<file path="config.mk">
export PLATFORM = sky130hd
export DESIGN_NAME = regfile_sb
export DESIGN_NICKNAME = d
export VERILOG_FILES = /design/src/rtl/regfile_sb.sv
export SDC_FILE = /design/constraint.sdc
export NUM_CORES = 1
export LEC_CHECK = 0
export ABC_CLOCK_PERIOD_IN_PS = 3700
export BUFFER_PORTS_ARGS = -buffer_cell sky130_fd_sc_hd__buf_2
export CAP_MARGIN = 30
export CELL_PAD_IN_SITES_DETAIL_PLACEMENT = 1
export CELL_PAD_IN_SITES_GLOBAL_PLACEMENT = 1
export CORE_ASPECT_RATIO = 0.8
export CORE_MARGIN = 3
export CORE_UTILIZATION = 44
export DETAILED_ROUTE_END_ITERATION = 16
export PLACE_DENSITY_LB_ADDON = 0.1
export REMOVE_ABC_BUFFERS = 1
export SLEW_MARGIN = 20
export SYNTH_ARGS = -nofsm -noshare
export SYNTH_HDL_FRONTEND = slang
export SYNTH_SLANG_ARGS = --single-unit
</file>
<file path="constraint.sdc">
create_clock -name clk -period 3.7 [get_ports clk]
set_input_delay 0.185 -clock clk [delete_from_list [all_inputs] [get_ports clk]]
set_output_delay 0.185 -clock clk [all_outputs]
set_load 0.02 [all_outputs]
</file>
<file path="src/rtl/regfile_sb.sv">
`default_nettype none
// ============================================================================
//  Module   : regfile_sb
//  Function : Parametrised register file, 2**ADDR_W x WIDTH. Two registered
//             read ports with write-first bypass, optional hard-wired zero
//             entry, multi-cycle bulk-clear sequencer, and a per-entry
//             pending-write scoreboard for read-after-reserve hazard detection.
//  Revision : 1.0  initial release
// ============================================================================
module regfile_sb #(
    parameter int WIDTH    = 8,
    parameter int ADDR_W   = 3,
    parameter int ZERO_REG = 1
) (
    input  logic              clk,
    input  logic              rst,
    input  logic              rd_en,
    input  logic [ADDR_W-1:0] rd_addr1,
    input  logic [ADDR_W-1:0] rd_addr2,
    output logic [WIDTH-1:0]  rd_data1,
    output logic [WIDTH-1:0]  rd_data2,
    output logic              rd_valid,
    output logic              rd_hazard1,
    output logic              rd_hazard2,
    input  logic              wr_en,
    input  logic [ADDR_W-1:0] wr_addr,
    input  logic [WIDTH-1:0]  wr_data,
    input  logic              rsv_en,
    input  logic [ADDR_W-1:0] rsv_addr,
    input  logic              clr_req,
    output logic              busy,
    output logic [ADDR_W:0]   pend_count
);

    localparam int                DEPTH    = 2 ** ADDR_W;
    localparam logic [ADDR_W-1:0] LAST_IDX = ADDR_W'(DEPTH - 1);
    localparam bit                HAS_ZERO = (ZERO_REG != 0);

    typedef enum logic [0:0] {
        ST_IDLE  = 1'b0,
        ST_CLEAR = 1'b1
    } state_t;

    state_t            state_q, state_d;
    logic [ADDR_W-1:0] idx_q, idx_d;
    logic [WIDTH-1:0]  mem_q [DEPTH];
    logic [DEPTH-1:0]  pend_q, pend_d;
    logic [ADDR_W:0]   pend_count_q, pend_count_d;

    logic [WIDTH-1:0]  rd_data1_q, rd_data1_d;
    logic [WIDTH-1:0]  rd_data2_q, rd_data2_d;
    logic              rd_valid_q, rd_valid_d;
    logic              rd_hazard1_q, rd_hazard1_d;
    logic              rd_hazard2_q, rd_hazard2_d;

    logic              idle;
    logic              wr_ok;
    logic              rsv_ok;
    logic              zero1;
    logic              zero2;

    // A clear request in IDLE pre-empts any write/reservation in the same cycle;
    // entry 0 silently drops writes and reservations when it is hard-wired.
    assign idle   = (state_q == ST_IDLE);
    assign wr_ok  = idle && wr_en  && !clr_req && !(HAS_ZERO && (wr_addr  == '0));
    assign rsv_ok = idle && rsv_en && !clr_req && !(HAS_ZERO && (rsv_addr == '0));
    assign zero1  = HAS_ZERO && (rd_addr1 == '0);
    assign zero2  = HAS_ZERO && (rd_addr2 == '0);

    // Read path: write-first bypass, hazard from pre-edge pending bits, hold when idle.
    always_comb begin
        rd_valid_d   = 1'b0;
        rd_data1_d   = rd_data1_q;
        rd_data2_d   = rd_data2_q;
        rd_hazard1_d = rd_hazard1_q;
        rd_hazard2_d = rd_hazard2_q;
        if (idle && rd_en) begin
            rd_valid_d = 1'b1;
            if (zero1) begin
                rd_data1_d   = '0;
                rd_hazard1_d = 1'b0;
            end else if (wr_ok && (wr_addr == rd_addr1)) begin
                rd_data1_d   = wr_data;
                rd_hazard1_d = 1'b0;
            end else begin
                rd_data1_d   = mem_q[rd_addr1];
                rd_hazard1_d = pend_q[rd_addr1];
            end
            if (zero2) begin
                rd_data2_d   = '0;
                rd_hazard2_d = 1'b0;
            end else if (wr_ok && (wr_addr == rd_addr2)) begin
                rd_data2_d   = wr_data;
                rd_hazard2_d = 1'b0;
            end else begin
                rd_data2_d   = mem_q[rd_addr2];
                rd_hazard2_d = pend_q[rd_addr2];
            end
        end
    end

    // Clear sequencer next state and pending-bit updates (reservation wins over write).
    always_comb begin
        state_d = state_q;
        idx_d   = idx_q;
        pend_d  = pend_q;
        case (state_q)
            ST_IDLE: begin
                if (clr_req) begin
                    state_d = ST_CLEAR;
                    idx_d   = '0;
                end else begin
                    if (wr_ok) begin
                        pend_d[wr_addr] = 1'b0;
                    end
                    if (rsv_ok) begin
                        pend_d[rsv_addr] = 1'b1;
                    end
                end
            end
            ST_CLEAR: begin
                pend_d[idx_q] = 1'b0;
                idx_d         = idx_q + 1'b1;
                if (idx_q == LAST_IDX) begin
                    state_d = ST_IDLE;
                    idx_d   = '0;
                end
            end
            default: begin
                state_d = ST_IDLE;
                idx_d   = '0;
            end
        endcase
    end

    // Population count of the next pending vector, so the count updates with the bits.
    always_comb begin
        pend_count_d = '0;
        for (int i = 0; i < DEPTH; i++) begin
            pend_count_d = pend_count_d + (ADDR_W + 1)'(pend_d[i]);
        end
    end

    // Control, scoreboard and read-output registers.
    always_ff @(posedge clk or posedge rst) begin
        if (rst) begin
            state_q      <= ST_IDLE;
            idx_q        <= '0;
            pend_q       <= '0;
            pend_count_q <= '0;
            rd_data1_q   <= '0;
            rd_data2_q   <= '0;
            rd_valid_q   <= 1'b0;
            rd_hazard1_q <= 1'b0;
            rd_hazard2_q <= 1'b0;
        end else begin
            state_q      <= state_d;
            idx_q        <= idx_d;
            pend_q       <= pend_d;
            pend_count_q <= pend_count_d;
            rd_data1_q   <= rd_data1_d;
            rd_data2_q   <= rd_data2_d;
            rd_valid_q   <= rd_valid_d;
            rd_hazard1_q <= rd_hazard1_d;
            rd_hazard2_q <= rd_hazard2_d;
        end
    end

    // Storage array: the clear sequencer owns the write port while it runs.
    always_ff @(posedge clk or posedge rst) begin
        if (rst) begin
            for (int i = 0; i < DEPTH; i++) begin
                mem_q[i] <= '0;
            end
        end else if (state_q == ST_CLEAR) begin
            mem_q[idx_q] <= '0;
        end else if (wr_ok) begin
            mem_q[wr_addr] <= wr_data;
        end
    end

    assign rd_data1   = rd_data1_q;
    assign rd_data2   = rd_data2_q;
    assign rd_valid   = rd_valid_q;
    assign rd_hazard1 = rd_hazard1_q;
    assign rd_hazard2 = rd_hazard2_q;
    assign busy       = (state_q == ST_CLEAR);
    assign pend_count = pend_count_q;

endmodule
`default_nettype wire
</file>
==> metrics.md <==
| Metric | Value |
|---|---|
| Post-DP HPWL | 11.6 mm |
| Layout Cells excl Fill | 638 |
| Asr flop ratio synth | 100% |
| Worst-path clk slew | 0.07 ns |
| Vias in the first global route | 4392 |
| Critical-path maximum fanout | 7 |
| Clock Power Share | 26.0% |
| CP required | 3.95 ns |
| Met1 usage | 38.8% |
| Post-Syn Instances | 417 |
| Final Setup Violations | 0 |
| Critical path arrival | 3.87 ns |
| Initial antenna violation count | 0 |
| GRT met3 Usage | 6.58% |
| Initial Utilization | 46.6% |
| GPL Wtd Cong | 0.881 |
| Die Area | 13200 sq um |
| Tcrit/Tclk final | 97.9% |
| Worst Setup Start Kind | register |
| Global Route Usage Sum | 26.7% |
| Largest net degree at the start of global routing | 46 |
| Total power | 3.53 mW |
| Drt first pass iters | 5 |
| Most used DFF post-synth | dfrtp_1 |
| Synth Area in Simple Gates | 11.0% |
| I/O Pins | 50 |
| Worst Setup End Kind | register |
| Min Hold Slack | 0.151 ns |
| Switch share | 36.6% |
| Setup CP Type | reg -> reg |
| Seq pwr share | 40.0% |
| H-tree Lvls | 3 |
| Core Region | 11200 sq um |
| Max-slew violations | 0 |
| DRT Wirelength | 17.0 mm |
| RSZ-0062 raised after global routing | true |
| Slew HR | 38.2% |
| Port Buffers | 49 |
| Cell row count | 34 |
| Ys Warns | 0 |
| Die Y-Extent | 104 microns |
| Syn Area/Cell | 12.5 sq um |
| HP Start | wr_data[5] |
| DP Cell Count | 619 |
| Ratio of cells with drive above 1 in the final layout | 32.2% |
| Peak Freq | 276 MHz |
| Initial detailed-routing violation count | 397 |
| Gr busiest metal | met2 |
| Post-synthesis mux area share | 19.0% |
| Worst-margin pin slew | 0.927 ns |
| Cell area after synthesis | 5230 sq um |
| Fraction of the mapped netlist area in adder cells | 2.73% |
| Global-route wire length before repair | 26.7 mm |
| N_diodes | 0 |
| Largest family of logic cells by synthesized area | multiplexers |
| Num Clock Sinks | 99 |
| Worst hold path class | in -> reg |
| Compound-cell area share of the yosys netlist | 14.8% |
| Most frequent cells after synthesis | dfrtp_1, a22o_1, mux4_2, nand3_1, o21ai_0 |
| Synth area leader | dfrtp_1 |
| Synth area leaders | dfrtp_1, mux4_2, a22o_1 |
| Distinct cell type count after synthesis | 47 |
| Worst IR Drop VDD | 0.257 mV |
| TritonCTS clock tree | built |
| Number of synthesized flops with an enable pin | 0 |
| Fin Setup TNS | 0 ns |
| Num CTS Buffers | 9 |
| Root Buffer Master | clkbuf_16 |
| Post-DR wirelength/cell | 26.7 microns |
| Internal power | 2.24 mW |
| Final hold vios | 0 |
| Crit. Startpoint | busy |
| XOR/XNOR Fraction of Synth Area | 1.17% |
| Max Cap Viol | 0 |
| DR vias/cell | 6.47 |
| Die outline width | 128 microns |
| P_sw | 1.29 mW |
| Top-count cell post-synth | dfrtp_1 |
| Final Core Density | 54.7% |
| Area delta synth->final | 17.5% |
| Status | complete, no violations |
| Remaining global-route overflow | 0 |
| Combinational cell fraction of total power | 34.1% |
| Worst Skew | 0.00577 ns |
| Top cell type's share of synthesized area | 47.4% |
| Post-route antenna net violation count | 0 |
| Pwr dens | 575 nW/um^2 |
| Drt drc | 0 |
| Final net count | 524 |
| Pleak | 2.86 nW |
| Routed vias | 4131 |
| Fin crit period | 3.62 ns |
| Clock latency at the later pin of the worst-skew pair | 0.35 ns |
| Reg2Reg Launch Point | busy |
| Flops & latches, synth | 99 |
| GRT met2 Usage | 39.6% |
| Seq/Total Area, Yosys | 47.4% |
| Maximum root-to-sink buffer count | 2 |
## cells by family (layout without fill, tap and decap cells)
logic type,Yosys count,in the layout
xor gates and xnor gates,7,7
AOI/OAI and AO/OA,101,101
and+or+nand+nor,99,99
DFF,99,99
muxes,54,54
buffers and inverters,48,125
adders and majority gates,9,9
## worst max-delay path, cell delays in order, from the launching register on
cell     delay (ns)
dfrtp_1        0.39
buf_6          0.14
nor2b_2        0.18
a31oi_2        0.22
a22oi_2        0.12
fa_1           0.55
inv_2          0.05
fa_1           0.54
inv_2          0.04
fa_1           0.42
inv_1          0.08
ha_2           0.20
inv_2          0.04
fa_2           0.52
inv_2          0.03
## final timing paths
check | endpoint | slack, ns | cells past startpoint
setup reg to reg | pend_count[1] | 0.08 | 14
hold reg to reg | rd_hazard1 | 0.48 | 2
min in group asynchronous | rd_hazard1 | 0.47 | 3
hold / removal | mem_q[45] | 0.15 | 2
setup / recovery | pend_count[1] | 0.08 | 14
max in group asynchronous | mem_q[25] | 2.36 | 4
## flip-flops by register name, indices dropped and copies added (netlist names), 3 cells and up
signal and cells:
rd_data1 8, idx_q 3, pend_q 8, mem_q 64, rd_data2 8, pend_count 4
## cell usage in the layout, fill, tap and decap left out, types with 3 or more instances in the layout
cell	synthesis	layout
nor2b_1	14	13
buf_4	1	36
nand3_1	26	26
buf_2	14	49
nor2_1	6	6
inv_1	22	17
o221ai_1	12	12
xnor2_1	7	7
o21ai_0	25	25
a22o_1	44	44
ha_1	5	4
mux4_2	36	36
mux2i_1	18	18
nand2b_1	5	5
nand2_1	23	22
fa_1	4	3
and3_1	5	5
a21oi_1	4	4
clkbuf_16	0	9
dfrtp_1	99	99
inv_2	0	4
## metal layers
layer	part of all wire [%]	routed length, microns
met1	43	7360
met2	46	7820
met3	8.2	1400
met4	2.6	446
met5	0	0
## final cells by class
cell class,instances,area (sq um)
fillers,1164,5080
repair buffers,87,537
well taps,144,180
clock buffers,12,256
flip-flops and latches,99,2480
clock inverters,4,32.5
inverters,22,85.1
multi-input cells,270,2580
## power by group through the flow
stage | Sequential [mW] | Combinational, mW | Clock, mW
3_3_place_gp | 1.41 | 1.11 | 0
4_1_cts | 1.41 | 1.17 | 0.939
3_5_place_dp | 1.43 | 1.15 | 0
6_report | 1.41 | 1.20 | 0.917
2_1_floorplan | 1.49 | 0.535 | 0
5_1_grt | 1.44 | 1.30 | 0.980
## per-stage QoR
stage / worst slack (ns) / area, sq um
6_report: 0.0765 / 6150
5_1_grt: -0.0333 / 6150
3_3_place_gp: 0.105 / 5770
4_1_cts: 0.00445 / 6100
3_5_place_dp: -0.0204 / 5790
2_1_floorplan: -0.367 / 5100
## timing repair
item,CTS,global route
resized for setup,4,9
pin swaps,0,8
hold buffers,1,0
setup buffers,0,2
setup endpoints to repair,2,2
endpoints found under the hold margin,43,0
gates cloned,0,0
(Power assumes the default switching activity.)
